File: src/rtl/simple_bus_resp.sv
// simple_bus_resp
//   Target side of the simple req/ack bus. Accepts one read or write at a
//   time, inserts WAIT_CYC wait states, then answers from a DEPTH-word
//   register array with a one-cycle ack strobe. Misaligned or out-of-range
//   addresses complete with err=1 and leave the array untouched.
//
// Ports
//   clk      in   1         rising-edge clock
//   rst      in   1         synchronous reset, active high
//   req      in   1         request valid, held by the initiator until ack
//   we       in   1         1 = write, 0 = read
//   addr     in   ADDR_W    byte address (word aligned)
//   wd       in   DATA_W    write data
//   be       in   DATA_W/8  write byte enables
//   ack      out  1         one-cycle response strobe
//   rd       out  DATA_W    read data, zero outside the ack cycle
//   err      out  1         error flag, zero outside the ack cycle
//   busy     out  1         high from acceptance through the ack cycle
//   txn_cnt  out  16        completed transactions, wraps at 16 bits
module simple_bus_resp #(
  parameter int ADDR_W   = 8,
  parameter int DATA_W   = 32,
  parameter int DEPTH    = 16,
  parameter int WAIT_CYC = 2
) (
  input  logic                  clk,
  input  logic                  rst,
  input  logic                  req,
  input  logic                  we,
  input  logic [ADDR_W-1:0]     addr,
  input  logic [DATA_W-1:0]     wd,
  input  logic [DATA_W/8-1:0]   be,
  output logic                  ack,
  output logic [DATA_W-1:0]     rd,
  output logic                  err,
  output logic                  busy,
  output logic [15:0]           txn_cnt
);

  localparam int NB     = DATA_W / 8;
  localparam int IDX_W  = ADDR_W - 2;
  localparam int MEM_AW = (DEPTH > 1) ? $clog2(DEPTH) : 1;
  localparam int WC_W   = (WAIT_CYC > 1) ? $clog2(WAIT_CYC) : 1;
  localparam logic [WC_W-1:0] WC_LAST = WC_W'((WAIT_CYC > 0) ? WAIT_CYC - 1 : 0);
  localparam logic [IDX_W:0]  DEPTH_L = (IDX_W + 1)'(DEPTH);
  localparam logic            NO_WAIT = (WAIT_CYC == 0);

  localparam logic [1:0] S_IDLE = 2'd0;
  localparam logic [1:0] S_WAIT = 2'd1;
  localparam logic [1:0] S_ACK  = 2'd2;

  logic [1:0]          r_state;
  logic [WC_W-1:0]     r_wcnt;
  logic                r_we;
  logic [ADDR_W-1:0]   r_addr;
  logic [DATA_W-1:0]   r_wd;
  logic [NB-1:0]       r_be;
  logic [DATA_W-1:0]   r_mem [DEPTH];
  logic [DATA_W-1:0]   r_rd;
  logic                r_err;
  logic [15:0]         r_txn_cnt;

  logic                w_we;
  logic [ADDR_W-1:0]   w_addr;
  logic [DATA_W-1:0]   w_wd;
  logic [NB-1:0]       w_be;
  logic [IDX_W-1:0]    w_idx;
  logic [MEM_AW-1:0]   w_mi;
  logic                w_err;
  logic                w_enter_ack;
  logic                w_accept;

  // With zero wait states the array is accessed on the accepting edge itself,
  // before the latched copies exist, so the live request fields are used in
  // IDLE and the latched ones everywhere else.
  always_comb begin
    w_we   = r_we;
    w_addr = r_addr;
    w_wd   = r_wd;
    w_be   = r_be;
    if (r_state == S_IDLE) begin
      w_we   = we;
      w_addr = addr;
      w_wd   = wd;
      w_be   = be;
    end
  end

  assign w_idx       = w_addr[ADDR_W-1:2];
  assign w_mi        = w_idx[MEM_AW-1:0];
  assign w_err       = (w_addr[1:0] != 2'b00) || ({1'b0, w_idx} >= DEPTH_L);
  assign w_accept    = (r_state == S_IDLE) && req;
  assign w_enter_ack = (w_accept && NO_WAIT) ||
                       ((r_state == S_WAIT) && (r_wcnt == WC_LAST));

  always_ff @(posedge clk) begin
    if (rst) begin
      r_state <= S_IDLE;
      r_wcnt  <= '0;
    end else begin
      case (r_state)
        S_IDLE: begin
          if (req) begin
            r_state <= NO_WAIT ? S_ACK : S_WAIT;
            r_wcnt  <= '0;
          end
        end
        S_WAIT: begin
          if (r_wcnt == WC_LAST) r_state <= S_ACK;
          else                   r_wcnt  <= r_wcnt + WC_W'(1);
        end
        S_ACK:   r_state <= S_IDLE;
        default: r_state <= S_IDLE;
      endcase
    end
  end

  // Request fields are captured once; the initiator may change them freely
  // after acceptance.
  always_ff @(posedge clk) begin
    if (w_accept) begin
      r_we   <= we;
      r_addr <= addr;
      r_wd   <= wd;
      r_be   <= be;
    end
  end

  // Array update and read capture both happen on the edge entering ACK.
  always_ff @(posedge clk) begin
    if (rst) begin
      for (int i = 0; i < DEPTH; i++) r_mem[i] <= '0;
    end else if (w_enter_ack && w_we && !w_err) begin
      for (int b = 0; b < NB; b++) begin
        if (w_be[b]) r_mem[w_mi][b*8 +: 8] <= w_wd[b*8 +: 8];
      end
    end
  end

  always_ff @(posedge clk) begin
    if (rst) begin
      r_rd  <= '0;
      r_err <= 1'b0;
    end else if (w_enter_ack) begin
      r_err <= w_err;
      r_rd  <= (!w_we && !w_err) ? r_mem[w_mi] : '0;
    end else begin
      r_rd  <= '0;
      r_err <= 1'b0;
    end
  end

  always_ff @(posedge clk) begin
    if (rst)                    r_txn_cnt <= '0;
    else if (r_state == S_ACK)  r_txn_cnt <= r_txn_cnt + 16'd1;
  end

  assign ack     = (r_state == S_ACK);
  assign busy    = (r_state != S_IDLE);
  assign rd      = r_rd;
  assign err     = r_err;
  assign txn_cnt = r_txn_cnt;

endmodule

File: config.mk
export PLATFORM = sky130hd
export DESIGN_NAME = simple_bus_resp
export DESIGN_NICKNAME = d
export VERILOG_FILES = /design/src/rtl/simple_bus_resp.sv
export SDC_FILE = /design/constraint.sdc
export NUM_CORES = 1
export LEC_CHECK = 0
export CAP_MARGIN = 20
export CORE_MARGIN = 3
export CORE_UTILIZATION = 23
export CTS_CLUSTER_SIZE = 14
export DETAILED_ROUTE_END_ITERATION = 16
export PLACE_DENSITY_LB_ADDON = 0.15
export SLEW_MARGIN = 5
export SYNTH_ARGS = -nofsm -noshare
export SYNTH_HDL_FRONTEND = slang
export SYNTH_SLANG_ARGS = --single-unit
File: constraint.sdc
create_clock -name clk -period 3.5 [get_ports clk]
set_input_delay 0.7 -clock clk [delete_from_list [all_inputs] [get_ports clk]]
set_output_delay 0.7 -clock clk [all_outputs]
set_load 0.01 [all_outputs]
# Word level (Yosys, flattened, before mapping)
# Memories as Yosys holds them, arrays and structs flattened. A register that Yosys moved wholly into a read port is not among the register bits.
# Index checks and enable logic that the tools add are counted.
word_totals:
  ff_bits: 65
  ram_bits: 512
  input_bits: 48
  output_inout_bits: 51
  word_cells: 66
  n_memories: 1
mem_list:
  columns: ["memory", "depth", "word_bits", "rd", "rd_ports_with_merged_regs", "write_ports", "line_no", "rtl"]
  rows:
  - ["r_mem", 16, 32, 1, 1, 16, "58", "logic [DATA_W-1:0] r_mem [DEPTH];"]
classes:
  n_addsub: 2
  n_lt_le_gt_ge: 1
  n_eq_ne: 4
  mux: 31
  n_bitwise: 2
  reduce_logical: 17
op_table:
  columns: ["operator", "count"]
  rows:
  - ["2-to-1 mux 32 bit", 2]
  - ["OR reduction 32 bit", 1]
  - ["2-to-1 mux 1 bit", 21]
  - ["adder 16 x 1 -> 16 bit, second input constant", 1]
  - ["2-to-1 mux 4 bit", 3]
  - ["2-to-1 mux 8 bit", 1]
  - ["greater-or-equal comparator 6 x 5 -> 1 bit, second input constant", 1]
  - ["nonzero test 2 bit", 3]
  - ["logical AND 1 bit", 5]
  - ["2-to-1 mux 2 bit", 2]
  - ["!= test 2 bit, second input constant", 2]
  - ["case mux 2 bit (2 select lines)", 1]
  - ["AND reduction 2 bit", 2]
  - ["OR reduction 3 bit", 1]
  - ["equality test 2 x 1 -> 1 bit, second input constant", 1]
  - ["equality test 2 bit, second input constant", 1]
  - ["logical NOT 1 bit", 2]
  - ["logical NOT 2 bit", 1]
  - ["inverter 1 bit", 2]
  - ["case mux 1 bit (2 select lines)", 1]
  - ["OR reduction 2 bit", 1]
  - ["adder 1 bit, second input constant", 1]
  - ["logical OR 1 bit", 1]

# Logic depth before layout (Yosys ltp)
# Gate-level depths: netlist of the first run.
logic_depth:
  word_depth: 11
  depth_mapped: 8
  ltp_nobuf: 6

# Worst setup path after synthesis of the first run
# No wires, ideal clock.
synth_timing:
  kind: "register -> register"
  startpoint: "reg r_state[1]"
  endpoint: "reg r_addr[0], enable pin"
  setup_time_ps: 448
  arrival_ps: 2773
  required_time_ps: 3052
  setup_slack_ps: 279
  path_stages_with_launch: 5
  path_buffers: 1
  synth_period_minus_slack_ps: 3221
  path_cell_list: "dfxtp_1 > nor2_4 > inv_2 > buf_2 > nor2_1"
synth_via:
  elab_chain_cells: 2
synth_rtl:
  columns: ["item", "line_no", "rtl"]
  rows:
  - ["from (decl)", "52", "logic [1:0] r_state;"]
  - ["from (signal assigned)", "104", "r_state <= NO_WAIT ? S_ACK : S_WAIT;"]
  - ["logical NOT 2 bit", "92", "assign w_accept = (r_state == S_IDLE) && req;"]
  - ["logical AND 1 bit", "92", null]
  - ["via w_accept", "71", "logic w_accept;"]
  - ["to (signal assigned)", "123", "r_addr <= addr;"]
  - ["to (decl)", "55", "logic [ADDR_W-1:0] r_addr;"]
# The timed path passes the listed nets, and every way through them passes these cells.
# A chain may end at the register's enable or synchronous reset.

# Worst setup path after layout of the first run
layout_timing:
  startpoint: "reg r_state[1]"
  endpoint: "out busy"
layout_via:
  elab_chain_cells: 1
layout_rtl:
  columns: ["item", "line_no", "rtl"]
  rows:
  - ["nonzero test 2 bit", "159", "assign busy = (r_state != S_IDLE);"]
  - ["to (decl)", "36", "output logic busy,"]
# No other way between the ends.

==> reports/summary.txt, run 1 <==
Setup slack, reg-to-reg -> 0.29 ns
TritonCTS clock tree -> yes
Critical path fanouts, max -> 17
Detailed placement HPWL -> 52.9 mm
I/O Pins -> 99
DRT antenna net count -> 0
RSZ-0062 raised after global routing -> no
Syn avg cell area -> 13.2 sq um
Cts bufs inserted -> 72
Post-CTS setup buffer count -> 0
Multi-input gate area -> 7370 sq um
Synth async-reset ratio -> 0
Largest net degree at the start of global routing -> 65
Max-Cap Viols -> 0
Setup violations, final -> 0
Die Wd -> 341 microns
Critical path launch point type -> flop
Placer Congestion -> 0.761
Post-Place Worst Slack -> -0.207 ns
Max Fclk -> 0.308 GHz
Clk Latency, worst-skew pair -> 0.62 ns
First-pass GRT wire length -> 116 mm
Final hold vios -> 0
Hold Crit Class -> reg2reg
# fillers -> 11400
Clock Sink Count -> 609
Routed length per instance -> 21.9 microns
Worst-Margin Slew -> 0.881 ns
Yosys warns -> 0
Hold Buf Count CTS -> 0
Clk buf depth -> 3
Die height -> 341 microns
Synthesis-stage register bit count -> 609
Final period util -> 0.928
Power per cell area -> 547 nW/um^2
Grt total ovfl -> 0
Pleak -> 10.4 nW
Vias in the first global route -> 16900
Clock Skew -> 0.0237 ns
Layout cells sized above 1 -> 0.151
Req. time, crit path -> 2.80 ns
Min Hold Slack -> 0.505 ns
Critical path class -> reg2out
Final setup TNS -> 0 ns
EDFF count, synth -> 557
Setup WS post-layout -> 0.253 ns
Resized cells post-CTS -> 0
Nets -> 2158
H-tree depth -> 3
Slew HR -> 0.411
Core area -> 111000 sq um
Die Area -> 116000 sq um
Netlist cell types -> 52
Residual DRC count -> 0
Drt total wl -> 80.3 mm
Final core occ -> 0.283
Post-Syn Area -> 25800 sq um
CTS root buf -> clkbuf_16
Register area -> 17800 sq um
Worst setup EP type -> output pin
DR vias -> 16500
Max VDD drop -> 0.000274 V
Initial core utilization -> 0.232
Syn Nets -> 2001
IO Port Bufs -> 98
Tmin final -> 3.25 ns
Detailed Routing Iterations Pass 1 -> 7
Vias per cell -> 4.50
Status -> complete, no violations
# rows -> 122
Initial antenna violation count -> 2
Final Max Tran Viols -> 0
Gate count of the mapped netlist -> 1952
Iteration-0 DRC Markers -> 1316
Sequential-to-total area share from yosys stat -> 0.690
Gr usage total -> 0.136
Primary FF master, synth -> edfxtp_1
Clock transition at the registers of the reported paths -> 0.06 ns
Area grow syn2layout -> 21.8%
CP arrival -> 2.55 ns
registers in the layout (all words and copies together) (netlist names):
| register | count |
|---|---|
| r_state | 2 |
| r_be | 4 |
| r_addr | 8 |
| rd | 32 |
| r_wd | 32 |
| txn_cnt | 16 |
| r_we | 1 |
| r_mem | 512 |
| err | 1 |
| r_wcnt | 1 |
worst max-delay path, cell delays in order, from the launching register on:
cell             delay [ns]
dfxtp_1                0.78
nor2_4                 0.11
inv_2                  0.41
clkdlybuf4s50_1        0.64
cells in the mapped netlist, types with 2 or more instances:
| cell type | count | area share |
|---|---|---|
| xor2_1 | 5 | 0.0017 |
| nand2_2 | 40 | 0.0097 |
| or3_1 | 5 | 0.0012 |
| a41oi_1 | 2 | 0.00068 |
| a21oi_1 | 5 | 0.00097 |
| nand4_1 | 3 | 0.00073 |
| xnor2_1 | 6 | 0.0020 |
| inv_1 | 5 | 0.00073 |
| nor2_4 | 3 | 0.0013 |
| mux2i_1 | 33 | 0.013 |
| o21ai_0 | 5 | 0.00097 |
| buf_6 | 2 | 0.00087 |
| nor2_2 | 11 | 0.0027 |
| buf_1 | 2 | 0.00029 |
| clkbuf_1 | 25 | 0.0036 |
| nand2b_1 | 67 | 0.016 |
| nor4_1 | 4 | 0.00097 |
| o21a_1 | 4 | 0.0012 |
| o21ai_2 | 2 | 0.00068 |
| a21o_1 | 128 | 0.037 |
| nor4_2 | 2 | 0.00097 |
| a21oi_4 | 3 | 0.0019 |
| nor2_1 | 528 | 0.077 |
| a22oi_1 | 256 | 0.075 |
| buf_4 | 26 | 0.0076 |
| nor2b_1 | 2 | 0.00049 |
| a31oi_4 | 4 | 0.0033 |
| a41oi_2 | 30 | 0.019 |
| nor3_1 | 2 | 0.00039 |
| dfxtp_1 | 52 | 0.040 |
| nand3_1 | 3 | 0.00058 |
| nor4b_1 | 2 | 0.00068 |
| edfxtp_1 | 557 | 0.65 |
| nand2_1 | 40 | 0.0058 |
| or4b_1 | 2 | 0.00078 |
| buf_2 | 70 | 0.014 |
metrics by stage:
stage | instance area [sq um] | power (mW) | instances
2_1_floorplan | 25800 | 9.17 | 1952
3_3_place_gp | 29000 | 9.86 | 3523
3_5_place_dp | 29000 | 9.87 | 3523
4_1_cts | 31400 | 17.4 | 3657
5_1_grt | 31400 | 17.8 | 3657
6_report | 31400 | 17.2 | 3658
worst paths after layout:
kind / startpoint / endpoint / depth (start not counted)
worst max-delay path: r_state[1]$_SDFFE_PP0P_ / busy / 3
worst min register to register: r_wcnt$_SDFFE_PP0P_ / r_wcnt$_SDFFE_PP0P_ / 2
worst max register to register: r_state[1]$_SDFFE_PP0P_ / r_mem[5][27]$_SDFFCE_PN0P_ / 6
worst min-delay path: r_wcnt$_SDFFE_PP0P_ / r_wcnt$_SDFFE_PP0P_ / 2
area by class of cell:
class | count | share of cell area
clock inverter | 37 | 0.00981
inverter | 6 | 0.000718
timing repair buffer | 208 | 0.0630
tap | 1488 | 0.0594
clock buffer | 97 | 0.0654
multi-input combinational | 1212 | 0.235
antenna | 1 | 0.0000798
sequential | 609 | 0.567
per-layer routing:
layer	global-route usage	up-vias	wire length, microns
met3	0.0299	94	4780
met5	0	-	11
met1	0.184	8330	36600
met4	0.0369	2	1520
li1	-	7562	-
met2	0.219	491	37400
layout by cell type, fill, tap and decap left out, drive strengths merged, types with 3 or more instances in the layout:
cell	count
clkinvlp	3
clkinv	27
a22oi	256
nand2	80
o21ai	8
clkbuf	97
nand3	3
o21a	4
mux2i	33
inv	8
a21oi	9
dfxtp	52
bufinv	5
xor2	5
a21o	128
or3	5
xnor2	6
a41oi	32
nand4	4
nand2b	67
a31oi	4
nor4	6
nor2	542
buf	111
clkdlybuf4s50	97
edfxtp	557
report_power, final:
part	total [mW]	switching [mW]	internal, mW
clock	7.47	2.99	4.48
sequential	8.26	0.0944	8.17
combinational	1.44	1.03	0.415
total	17.2	4.11	13.1
cells by family (layout without fill, tap and decap cells):
| group | after synthesis | in the layout | synth area share |
|---|---|---|---|
| compound gates | 445 | 445 | 0.143 |
| fa+ha+maj | 1 | 1 | 0.000486 |
| flops | 609 | 609 | 0.690 |
| buf+inv | 131 | 348 | 0.0269 |
| mux | 34 | 34 | 0.0133 |
| other cells | 0 | 1 | 0 |
| simple gates | 721 | 721 | 0.123 |
| xor+xnor | 11 | 11 | 0.00374 |
No activity file was read; power rests on OpenSTA's default activity.
==> inputs of run 2 (changes only) <==
==> constraint.sdc (replaced) <==
create_clock -name clk -period 2.64 [get_ports clk]
set_input_delay 0.528 -clock clk [delete_from_list [all_inputs] [get_ports clk]]
set_output_delay 0.528 -clock clk [all_outputs]
set_load 0.01 [all_outputs]
==> run 2 against run 1 <==
Compared with the run above:
- sequential power grew 32%
- global-route usage is 0.43 points higher
- clock skew shrank 0.0014 ns
- setup slack worse by 0.13 ns
- wire length rose by 2.4%
- design area grew 6.9%
- sequential share of layout area fell by 3.6 points
- cell count grew 4.5%
- sequential cell count unchanged
- register-to-register slack worse by 0.15 ns
- first-iteration DRC count rose by 9.8%
- critical path type unchanged
==> reports/summary.txt, run 2 (synthesized netlist as in run 1, its figures left out) <==
# fillers -> 11200 (-1.2%)
Clk Latency, worst-skew pair -> 0.62 ns (about the same)
Pleak -> 11.5 nW (+11%)
CP arrival -> 1.99 ns (-0.56 ns)
Die Area -> 116000 sq um (unchanged)
Setup violations, final -> 0 (unchanged)
H-tree depth -> 3 (unchanged)
Overall power -> 23.1 mW (+34%)
Power per cell area -> 688 nW/um^2 (+26%)
Largest net degree at the start of global routing -> 83 (+28%)
Most frequent cells in the layout -> edfxtp_1 (557), nor2_1 (527), a22oi_1 (256), buf_4 (188), a21o_1 (128)
Final Max Tran Viols -> 0 (unchanged)
TritonCTS clock tree -> yes
# rows -> 122 (unchanged)
Hold Crit Class -> in2reg
Clock Skew -> 0.0223 ns (-0.00142 ns)
Area grow syn2layout -> 30.2%
Vias in the first global route -> 17500 (+3.5%)
Status -> complete, no violations
Hold Buf Count CTS -> 0 (unchanged)
Initial core utilization -> 0.232 (unchanged)
Slowest stage cell, crit path -> clkdlybuf4s50_1
Setup WS post-layout -> 0.120 ns (-0.133 ns)
First-pass GRT wire length -> 120 mm (+3.2%)
Routed length per instance -> 21.5 microns (-2.0%)
Clock Sink Count -> 609 (unchanged)
Slew HR -> 0.628 (+0.217)
Post-route insts no fill -> 3823 (+4.5%)
Clock transition at the registers of the reported paths -> 0.06 ns (about the same)
Detailed placement HPWL -> 55.4 mm (+4.8%)
Nets -> 2325 (+7.7%)
Multi-input gate area -> 7370 sq um (unchanged)
Crit-path cells -> nor2_4 > inv_8 > buf_4 > clkdlybuf4s50_1
Placer Congestion -> 0.754 (-0.93%)
Max Fclk -> 0.397 GHz
Clk buf depth -> 3 (unchanged)
Max-Cap Viols -> 0 (unchanged)
Critical path fanouts, max -> 12 (-5)
DRT antenna net count -> 0 (unchanged)
Post-DP Area -> 31100 sq um (+7.3%)
CTS root buf -> clkbuf_16
Core area -> 111000 sq um (unchanged)
Residual DRC count -> 0 (unchanged)
# placed instances -> 3683 (+4.5%)
Max stage delay on crit path -> 0.50 ns (-0.28 ns)
DR vias -> 17000 (+3.3%)
Final instance area -> 33500 sq um (+6.9%)
Critical path class -> reg2out
Detailed Routing Iterations Pass 1 -> 5 (-2)
Setup slack, reg-to-reg -> 0.14 ns (-0.15 ns)
RSZ-0062 raised after global routing -> no
Iteration-0 DRC Markers -> 1445 (+9.8%)
Register area -> 17800 sq um (about the same)
Biggest register -> r_mem
Number of flip-flops under the largest register name -> 512 (unchanged)
Die Wd -> 341 microns (unchanged)
Die height -> 341 microns (unchanged)
Max VDD drop -> 0.000342 V (+25%)
Most common cell after layout, fill and taps aside -> edfxtp_1
Gr usage total -> 0.140 (+0.00427)
Grt total ovfl -> 0 (unchanged)
Req. time, crit path -> 2.11 ns (-0.69 ns)
Final setup TNS -> 0 ns (unchanged)
Vias per cell -> 4.45 (-1.2%)
Critical path launch point type -> flop
Worst setup EP type -> output pin
IO Port Bufs -> 98 (unchanged)
Final hold vios -> 0 (unchanged)
Final core occ -> 0.303 (+0.0195)
Layout cells sized above 1 -> 0.211 (+0.0601)
Cts bufs inserted -> 73 (+1.4%)
Tmin final -> 2.52 ns
Initial antenna violation count -> 4 (+2)
Post-Place Worst Slack -> -0.319 ns (-0.112 ns)
Min Hold Slack -> 0.371 ns (-0.134 ns)
I/O Pins -> 99 (unchanged)
Drt total wl -> 82.2 mm (+2.4%)
Final period util -> 0.955
Worst-Margin Slew -> 0.551 ns (-0.330 ns)
[run 2: cell count changes in the layout (fill, tap and decap cells not counted), sizes merged]
cell      previous run  this run
bufinv               5         2
inv                  8         7
clkbuf              97       115
clkinv              27        13
buf                111       277
diode                1         2
clkinvlp             3         1
[run 2: metal layers]
metal	global-route usage	routed length [microns]	vias to the layer above
met5	0	7	-
met4	0.0455	2150	2
met3	0.0257	4140	115
met2	0.221	37800	435
met1	0.195	38100	8557
li1	-	-	7906
[run 2: final timing paths]
kind	startpoint	endpoint	cells after the start
max	r_state[1]$_SDFFE_PP0P_	busy	4
min	rst	r_state[1]$_SDFFE_PP0P_	2
max reg2reg	r_state[1]$_SDFFE_PP0P_	rd[17]$_SDFF_PP0_	8
min reg2reg	r_wcnt$_SDFFE_PP0P_	r_wcnt$_SDFFE_PP0P_	2
[run 2: final cells by class]
class,instances,area share
inverter,6,0.000896
timing repair buffer,374,0.124
clock buffer,115,0.0653
multi-input combinational,1212,0.220
sequential,609,0.530
antenna,2,0.000149
clock inverter,17,0.00433
tap,1488,0.0555
[run 2: what timing repair did]
action / CTS / global route
gates resized for setup: 7 / 0
endpoints found under the hold margin: 0 / 0
endpoints found under the setup margin: 2 / 1
buffers inserted: 3 / 3
[run 2: worst max-delay path: cells and delay by family (launching register included)]
family / cells / cell delay (ns)
buf+inv: 3 / 0.79
simple gates: 1 / 0.21
flops: 1 / 0.36
[run 2: report_power, final]
part	total (mW)	switching (mW)	internal [mW]
Combinational	2.28	1.44	0.841
Clock	9.86	3.98	5.88
Sequential	10.9	0.112	10.8
==> inputs of run 3 (changes only) <==
--- a/config.mk
+++ b/config.mk
@@ -8,6 +8,7 @@
 export CAP_MARGIN = 20
 export CORE_MARGIN = 3
 export CORE_UTILIZATION = 23
+export CTS_BUF_LIST = sky130_fd_sc_hd__clkbuf_4 sky130_fd_sc_hd__clkbuf_8
 export CTS_CLUSTER_SIZE = 14
 export DETAILED_ROUTE_END_ITERATION = 16
 export PLACE_DENSITY_LB_ADDON = 0.15
==> run 3 against run 2 <==
Compared with the run above:
- total power fell by 4.5%
- critical path depth rose by 5
- design area fell by 0.53%
- sequential power barely moved
- largest power group unchanged
==> reports/summary.txt, run 3 (synthesized netlist as in run 1, its figures left out) <==
Status -> complete, no violations
Vias per cell -> 4.44 (-0.22%)
Grt total ovfl -> 0 (unchanged)
CTS root buf -> clkbuf_8
Most frequent cells in the layout -> edfxtp_1 (557), nor2_1 (527), a22oi_1 (256), buf_4 (188), a21o_1 (128)
Worst setup EP type -> flop
Vias in the first global route -> 17900 (+2.4%)
Min Hold Slack -> 0.274 ns (-0.0970 ns)
Layout cells sized above 1 -> 0.235 (+0.0236)
Internal cell power -> 16.6 mW (-5.5%)
Number of flip-flops under the largest register name -> 512 (unchanged)
Initial antenna violation count -> 5 (+1)
Logic pwr share -> 0.104 (+0.005)
Req. time, crit path -> 3.05 ns (+0.94 ns)
Power per cell area -> 661 nW/um^2 (-4.0%)
Post-route insts no fill -> 3892 (+1.8%)
Area grow syn2layout -> 29.5%
Max-Cap Viols -> 0 (unchanged)
Clk Latency, worst-skew pair -> 0.73 ns (+0.11 ns)
Gr usage total -> 0.141 (+0.00104)
Pleak -> 11.5 nW (+0.27%)
DRT antenna net count -> 0 (unchanged)
Die height -> 341 microns (unchanged)
Switching Share -> 0.248 (+0.00849)
Residual DRC count -> 0 (unchanged)
Detailed Routing Iterations Pass 1 -> 7 (+2)
Worst-Margin Slew -> 0.549 ns (-0.00220 ns)
Final instance area -> 33400 sq um (-0.53%)
Clock Skew -> 0.0253 ns (+0.00301 ns)
Cts bufs inserted -> 108 (+48%)
Post-DP Area -> 31100 sq um (unchanged)
# rows -> 122 (unchanged)
Critical path class -> reg2reg
Clk buf depth -> 3 (unchanged)
Most common cell after layout, fill and taps aside -> edfxtp_1
Routed length per instance -> 21.3 microns (-0.89%)
Final period util -> 0.952 (-0.00243)
Initial core utilization -> 0.232 (unchanged)
DR vias -> 17300 (+1.6%)
I/O Pins -> 99 (unchanged)
Tmin final -> 2.51 ns (-0.00643 ns)
Slowest stage cell, crit path -> nor3b_1
H-tree depth -> 3 (unchanged)
Max VDD drop -> 0.000319 V (-6.7%)
Final hold vios -> 0 (unchanged)
Crit-path cells -> buf_4 > buf_4 > nor3b_1 > o211ai_4 > a21oi_4 > buf_12 > nand2_1 > nand2b_1 > buf_4
Biggest register -> r_mem
Largest net degree at the start of global routing -> 83 (unchanged)
Iteration-0 DRC Markers -> 1519 (+5.1%)
First-pass GRT wire length -> 121 mm (+1.1%)
Post-Place Worst Slack -> -0.319 ns (unchanged)
Drt total wl -> 83.0 mm (+0.90%)
Clock power frac -> 0.400 (-0.027)
CP arrival -> 2.92 ns (+0.93 ns)
Max stage delay on crit path -> 0.41 ns (-0.09 ns)
Placer Congestion -> 0.754 (unchanged)
Clock transition at the registers of the reported paths -> 0.06 ns (about the same)
Critical path fanouts, max -> 16 (+4)
Net Sw Power -> 5.47 mW (-1.1%)
Detailed placement HPWL -> 55.4 mm (unchanged)
Hold Crit Class -> in2reg
Max Fclk -> 0.398 GHz (+0.26%)
Nets -> 2360 (+1.5%)
Clock Sink Count -> 609 (unchanged)
TritonCTS clock tree -> yes
Final Max Tran Viols -> 0 (unchanged)
RSZ-0062 raised after global routing -> no
Core area -> 111000 sq um (unchanged)
# placed instances -> 3683 (unchanged)
Critical path launch point type -> flop
Hold path depth -> 2 (unchanged)
Reg2Reg Depth -> 9 (+1)
Die Area -> 116000 sq um (unchanged)
Most common cell on crit path -> buf_4
IO Port Bufs -> 98 (unchanged)
Setup WS post-layout -> 0.126 ns (+0.00643 ns)
Slew HR -> 0.629 (+0.00149)
Flop pwr share -> 0.496 (+0.022)
Die Wd -> 341 microns (unchanged)
Setup violations, final -> 0 (unchanged)
run 3: cell count changes in the layout (fill, tap and decap cells not counted), sizes merged:
cell | previous run | this run
clkdlybuf4s50 | 97 | 95
dlymetal6s2s | 0 | 1
clkinvlp | 1 | 0
bufinv | 2 | 3
clkbuf | 115 | 161
inv | 7 | 6
diode | 2 | 3
dlygate4sd2 | 0 | 1
clkinv | 13 | 36
run 3: worst paths after layout:
path	from	endpoint	slack, ns
hold reg to reg	r_wcnt$_SDFFE_PP0P_	r_wcnt$_SDFFE_PP0P_	0.50
setup reg to reg	r_state[0]$_SDFFE_PP0P_	r_mem[5][25]$_SDFFCE_PN0P_	0.13
setup / recovery	r_state[0]$_SDFFE_PP0P_	r_mem[5][25]$_SDFFCE_PN0P_	0.13
hold / removal	rst	r_state[1]$_SDFFE_PP0P_	0.27
run 3: power by group through the flow:
stage / Clock (mW) / Sequential, mW / Combinational, mW
2_1_floorplan: 0 / 11.1 / 1.07
3_3_place_gp: 0 / 11.1 / 2.30
3_5_place_dp: 0 / 11.1 / 2.31
4_1_cts: 9.16 / 10.9 / 2.33
5_1_grt: 9.59 / 11.0 / 2.44
6_report: 8.82 / 10.9 / 2.29
run 3: per-stage QoR:
stage                util  TNS [ns]  power [mW]
global placement    0.281    -75.91        13.4
detailed placement  0.281    -90.98        13.4
floorplan               -         0        12.2
global route        0.301         0        23.0
CTS                 0.301         0        22.4
finish              0.301         0        22.0
run 3: layout make-up:
class                      instances  area (sq um)
multi-input combinational       1212          7370
antenna                            3          7.51
timing repair buffer             374          4150
clock inverter                    39           233
fill                           11300         77500
clock buffer                     161          1920
inverter                           6          30.0
tap                             1488          1860
sequential                       609         17800
run 3: metal layers:
layer	share of wire	routed length, microns	vias to the layer above	track usage
li1	-	-	7988	-
met5	0.000084	7	-	0
met4	0.027	2200	2	0.0424
met2	0.46	38300	472	0.225
met1	0.46	38100	8682	0.194
met3	0.053	4360	140	0.0293
run 3: worst max-delay path: cells and delay by family (launching register included):
kind,cells,cell delay (ns)
AO/OA/AOI/OAI,2,0.46
AND/OR/NAND/NOR,3,0.70
flip-flops,1,0.36
buffers and inverters,4,0.68
run 3: timing repair:
item / CTS / global route
hold buffers: 0 / 0
setup buffers: 6 / 0
setup endpoints to repair: 2 / 1
endpoints found under the hold margin: 0 / 0
gates resized for setup: 8 / 1
pin swaps: 1 / 0
==> RTL change 1: new RTL, config.mk and constraints of run 2 <==
The parameter `DEPTH` goes from 16 to 32.
--- a/src/rtl/simple_bus_resp.sv
+++ b/src/rtl/simple_bus_resp.sv
@@ -21,5 +21,5 @@
   parameter int ADDR_W   = 8,
   parameter int DATA_W   = 32,
-  parameter int DEPTH    = 16,
+  parameter int DEPTH    = 32,
   parameter int WAIT_CYC = 2
 ) (
Function: not settled (the Yosys comparison gave no result); the edit may change what the design does.
==> RTL change 1 against run 2 <==
  * Sequential cell count up 512
  * Design area up 88%
  * Area after synthesis up 80%
  * Setup slack worse by 0.025 ns
  * Wire length up 93%
  * Total power up 90%
  * Synthesized cell count up 82%
  * Clock skew up 0.0050 ns
  * Largest power group unchanged
==> RTL change 1: results (changes against run 2) <==
<table>
<tr><th>Metric</th><th>Value</th></tr>
<tr><th colspan="2">Clock network</th></tr>
<tr><td>H-Tree Level Count</td><td>4 (was 3)</td></tr>
<tr><td>Post-CTS resize count</td><td>27 (was 7)</td></tr>
<tr><td>Clock Latency Late Sink</td><td>0.78 ns (was 0.62 ns)</td></tr>
<tr><th colspan="2">Critical path</th></tr>
<tr><td>Data arrival time of the worst path</td><td>3.26 ns (was 1.99 ns)</td></tr>
<tr><td>Slowest library cell on the worst path</td><td>sky130_fd_sc_hd__or4_1 (was sky130_fd_sc_hd__clkdlybuf4s50_1)</td></tr>
<tr><td>CP Max Fanout</td><td>30 (was 12)</td></tr>
<tr><th colspan="2">Power</th></tr>
<tr><td>Maximum vdd ir drop</td><td>0.6167 mV (was 0.3420 mV)</td></tr>
<tr><th colspan="2">Cells and area</th></tr>
<tr><td>Share of post-route cells with drive strength above 1</td><td>26.67% (was 21.13%)</td></tr>
<tr><td>Number of flip-flops in the largest register</td><td>1,024 (was 512)</td></tr>
<tr><td>Area of the multi-input gates</td><td>13,550 um^2 (was 7372 um^2)</td></tr>
<tr><td>Fillers</td><td>19,900 (was 11,240)</td></tr>
<tr><td>Post-layout nets</td><td>4,270 (was 2,325)</td></tr>
<tr><th colspan="2">Placement</th></tr>
<tr><td>Detailed Place HPWL</td><td>105,200 um (was 55,440 um)</td></tr>
<tr><th colspan="2">Hold path</th></tr>
<tr><td>Hold Path Stages</td><td>3 (was 2)</td></tr>
<tr><td>Hold Path End</td><td>txn_cnt[6] (was r_state[1])</td></tr>
<tr><th colspan="2">STA</th></tr>
<tr><td>Worst hold-check slack</td><td>0.1671 ns (was 0.3706 ns)</td></tr>
<tr><td>Worst clock skew</td><td>0.02728 ns (was 0.02227 ns)</td></tr>
<tr><th colspan="2">Routing</th></tr>
<tr><td>Number of DRC markers after the initial detailed-route iteration</td><td>2,626 (was 1,445)</td></tr>
<tr><td>Max Used Layer</td><td>met4 (was met5)</td></tr>
<tr><td>Detailed-route wire length on metal 1</td><td>73,050 um (was 38,110 um)</td></tr>
<tr><td>Amount of wire on met3 after detailed routing</td><td>6693 um (was 4144 um)</td></tr>
<tr><th colspan="2">GRT</th></tr>
<tr><td>Fraction of met3 tracks used by global routing</td><td>2.068% (was 2.566%)</td></tr>
<tr><td>Met1 track demand over resource in global routing</td><td>21.07% (was 19.46%)</td></tr>
<tr><td>GRT Total Usage</td><td>15.16% (was 14.03%)</td></tr>
<tr><th colspan="2">Synth</th></tr>
<tr><td>Number of cells produced by synthesis</td><td>3,551 (was 1,952)</td></tr>
<tr><td>Count of flip-flops with a built-in enable after synthesis</td><td>1,069 (was 557)</td></tr>
<tr><th colspan="2">Run status</th></tr>
<tr><td>Status</td><td>finished clean (unchanged)</td></tr>
</table>
==> RTL change 1: final cells by class <==
cell class | count | share of cell area [%]
multi-input combinational | 2145 | 21.55
tap | 2656 | 5.285
inverter | 2 | 0.01194
timing repair buffer | 815 | 13.61
clock buffer | 195 | 5.992
clock inverter | 53 | 0.8358
antenna | 1 | 0.003980
sequential | 1121 | 52.71
==> RTL change 1: cells by family after synthesis <==
kind of cell / share of synthesized area [%]
AND/OR/NAND/NOR: 13.17
flip-flops: 71.43
multiplexers: 0.9843
XOR/XNOR: 0.2454
AO/OA/AOI/OAI: 11.54
buffers and inverters: 2.594
adder cells (fa/ha/maj): 0.02696
==> RTL change 1: power by group <==
part | internal, mW | switching (mW) | leakage (nW) | total [mW]
sequential | 20.0 | 0.236 | 11.4 | 20.3
clock | 10.6 | 7.65 | 2.08 | 18.2
combinational | 2.24 | 3.16 | 8.91 | 5.40
total | 32.8 | 11.1 | 22.4 | 43.9
==> RTL change 2: new RTL, config.mk and constraints of run 2 <==
Without the edit above. Register the output `txn_cnt` once more, cleared by the reset; this adds one clock of latency there. The other outputs are not delayed to match.
--- a/src/rtl/simple_bus_resp.sv
+++ b/src/rtl/simple_bus_resp.sv
@@ -160,5 +160,11 @@
   assign rd      = r_rd;
   assign err     = r_err;
-  assign txn_cnt = r_txn_cnt;
+  always_ff @(posedge clk) begin
+    if (rst) begin
+      txn_cnt <= '0;
+    end else begin
+      txn_cnt <= r_txn_cnt;
+    end
+  end
 
 endmodule
Function: not settled (the Yosys comparison gave no result); the edit may change what the design does.
==> RTL change 2 against run 2 <==
  * Setup slack better by 0.0013 ns
  * Total power is 0.73% higher
  * Design area down 2.4%
  * Synthesized cell count grew 1.5%
  * Wire length is 1.3% lower
  * Maximum frequency hardly changed
  * Sequential cell count rose by 16
  * Area after synthesis down 1.7%
  * Highest routed layer unchanged
==> RTL change 2: results (changes against run 2) <==
<table>
<tr><th>Metric</th><th>Value</th></tr>
<tr><th colspan="2">Synth</th></tr>
<tr><td>Syn Area/Cell</td><td>12.77 um^2 (was 13.19 um^2)</td></tr>
<tr><td>Mux cell area share after synthesis</td><td>1.394% (was 1.326%)</td></tr>
<tr><td>Post-synthesis share of cell area spent on xor and xnor gates</td><td>0.3461% (was 0.3741%)</td></tr>
<tr><td>Adder and majority cell fraction of the synthesized area</td><td>0.04944% (was 0.04858%)</td></tr>
<tr><td>Most instantiated cells after synthesis</td><td>sky130_fd_sc_hd__edfxtp_1 (557), sky130_fd_sc_hd__nor2_1 (544), sky130_fd_sc_hd__a22oi_1 (256) (was sky130_fd_sc_hd__edfxtp_1 (557), sky130_fd_sc_hd__nor2_1 (528), sky130_fd_sc_hd__a22oi_1 (256))</td></tr>
<tr><td>Main area contributors after synthesis</td><td>sky130_fd_sc_hd__edfxtp_1 (66%), sky130_fd_sc_hd__nor2_1 (8.1%), sky130_fd_sc_hd__a22oi_1 (7.6%) (was sky130_fd_sc_hd__edfxtp_1 (65%), sky130_fd_sc_hd__nor2_1 (7.7%), sky130_fd_sc_hd__a22oi_1 (7.5%))</td></tr>
<tr><td>Part of the Yosys area used for sequential elements</td><td>71.48% (was 68.99%)</td></tr>
<tr><th colspan="2">Cells and area</th></tr>
<tr><td>Share of post-route cells with drive strength above 1</td><td>17.53% (was 21.13%)</td></tr>
<tr><td>Post-layout nets</td><td>2,366 (was 2,325)</td></tr>
<tr><td>Fillers</td><td>11,040 (was 11,240)</td></tr>
<tr><th colspan="2">GRT</th></tr>
<tr><td>Via count of the first global-routing pass</td><td>17,540 (was 17,470)</td></tr>
<tr><td>GRT Total Usage</td><td>14.18% (was 14.03%)</td></tr>
<tr><th colspan="2">Critical path</th></tr>
<tr><td>Critical register-to-register path endpoint</td><td>r_mem[15][25] (was rd[17])</td></tr>
<tr><td>CP Max Fanout</td><td>10 (was 12)</td></tr>
<tr><td>Biggest cell delay along the critical path</td><td>0.56 ns (was 0.50 ns)</td></tr>
<tr><th colspan="2">Power</th></tr>
<tr><td>Leakage power figure</td><td>11.36 nW (was 11.49 nW)</td></tr>
<tr><td>Switching share of power</td><td>23.47% (was 23.97%)</td></tr>
<tr><td>Seq pwr share</td><td>48.1% (was 47.4%)</td></tr>
<tr><td>Post-layout power</td><td>23.24 mW (was 23.08 mW)</td></tr>
<tr><th colspan="2">Placement</th></tr>
<tr><td>Detailed Place HPWL</td><td>54,780 um (was 55,440 um)</td></tr>
<tr><td>Placer's final routability congestion estimate</td><td>0.7735 (was 0.7543)</td></tr>
<tr><td>Number of cells after detailed placement</td><td>3,656 (was 3,683)</td></tr>
<tr><th colspan="2">Run status</th></tr>
<tr><td>Status</td><td>finished clean (unchanged)</td></tr>
<tr><th colspan="2">Clock network</th></tr>
<tr><td>Number of setup buffers added after CTS</td><td>0 (was 3)</td></tr>
<tr><td>Sinks on Clock Net</td><td>625 (was 609)</td></tr>
</table>
RTL change 2: area by class of cell:
type / instances / area [um^2] / area share [%]
clock inverter: 30 / 321.6 / 0.9825
sequential: 625 / 18090 / 55.29
timing repair buffer: 386 / 3706 / 11.32
clock buffer: 101 / 2014 / 6.155
tap: 1414 / 1769 / 5.406
inverter: 6 / 27.53 / 0.08410
antenna: 2 / 5.005 / 0.01529
multi-input combinational: 1225 / 6790 / 20.75
RTL change 2: layer usage:
layer | vias up | track usage (%) | wire length [um] | part of all wire (%)
li1 | 8008 | - | - | -
met1 | 8542 | 19.24 | 37210 | 46
met2 | 413 | 23.14 | 38310 | 47
met3 | 127 | 2.247 | 3463 | 4.3
met4 | 4 | 4.618 | 2139 | 2.6
met5 | - | 0 | 26 | 0.032
RTL change 2: worst max-delay path: cells and delay by family, from the launching register on:
family / cells / cell delay [ns]
buffers and inverters: 3 / 0.89
flip-flops: 1 / 0.42
AND/OR/NAND/NOR: 1 / 0.07
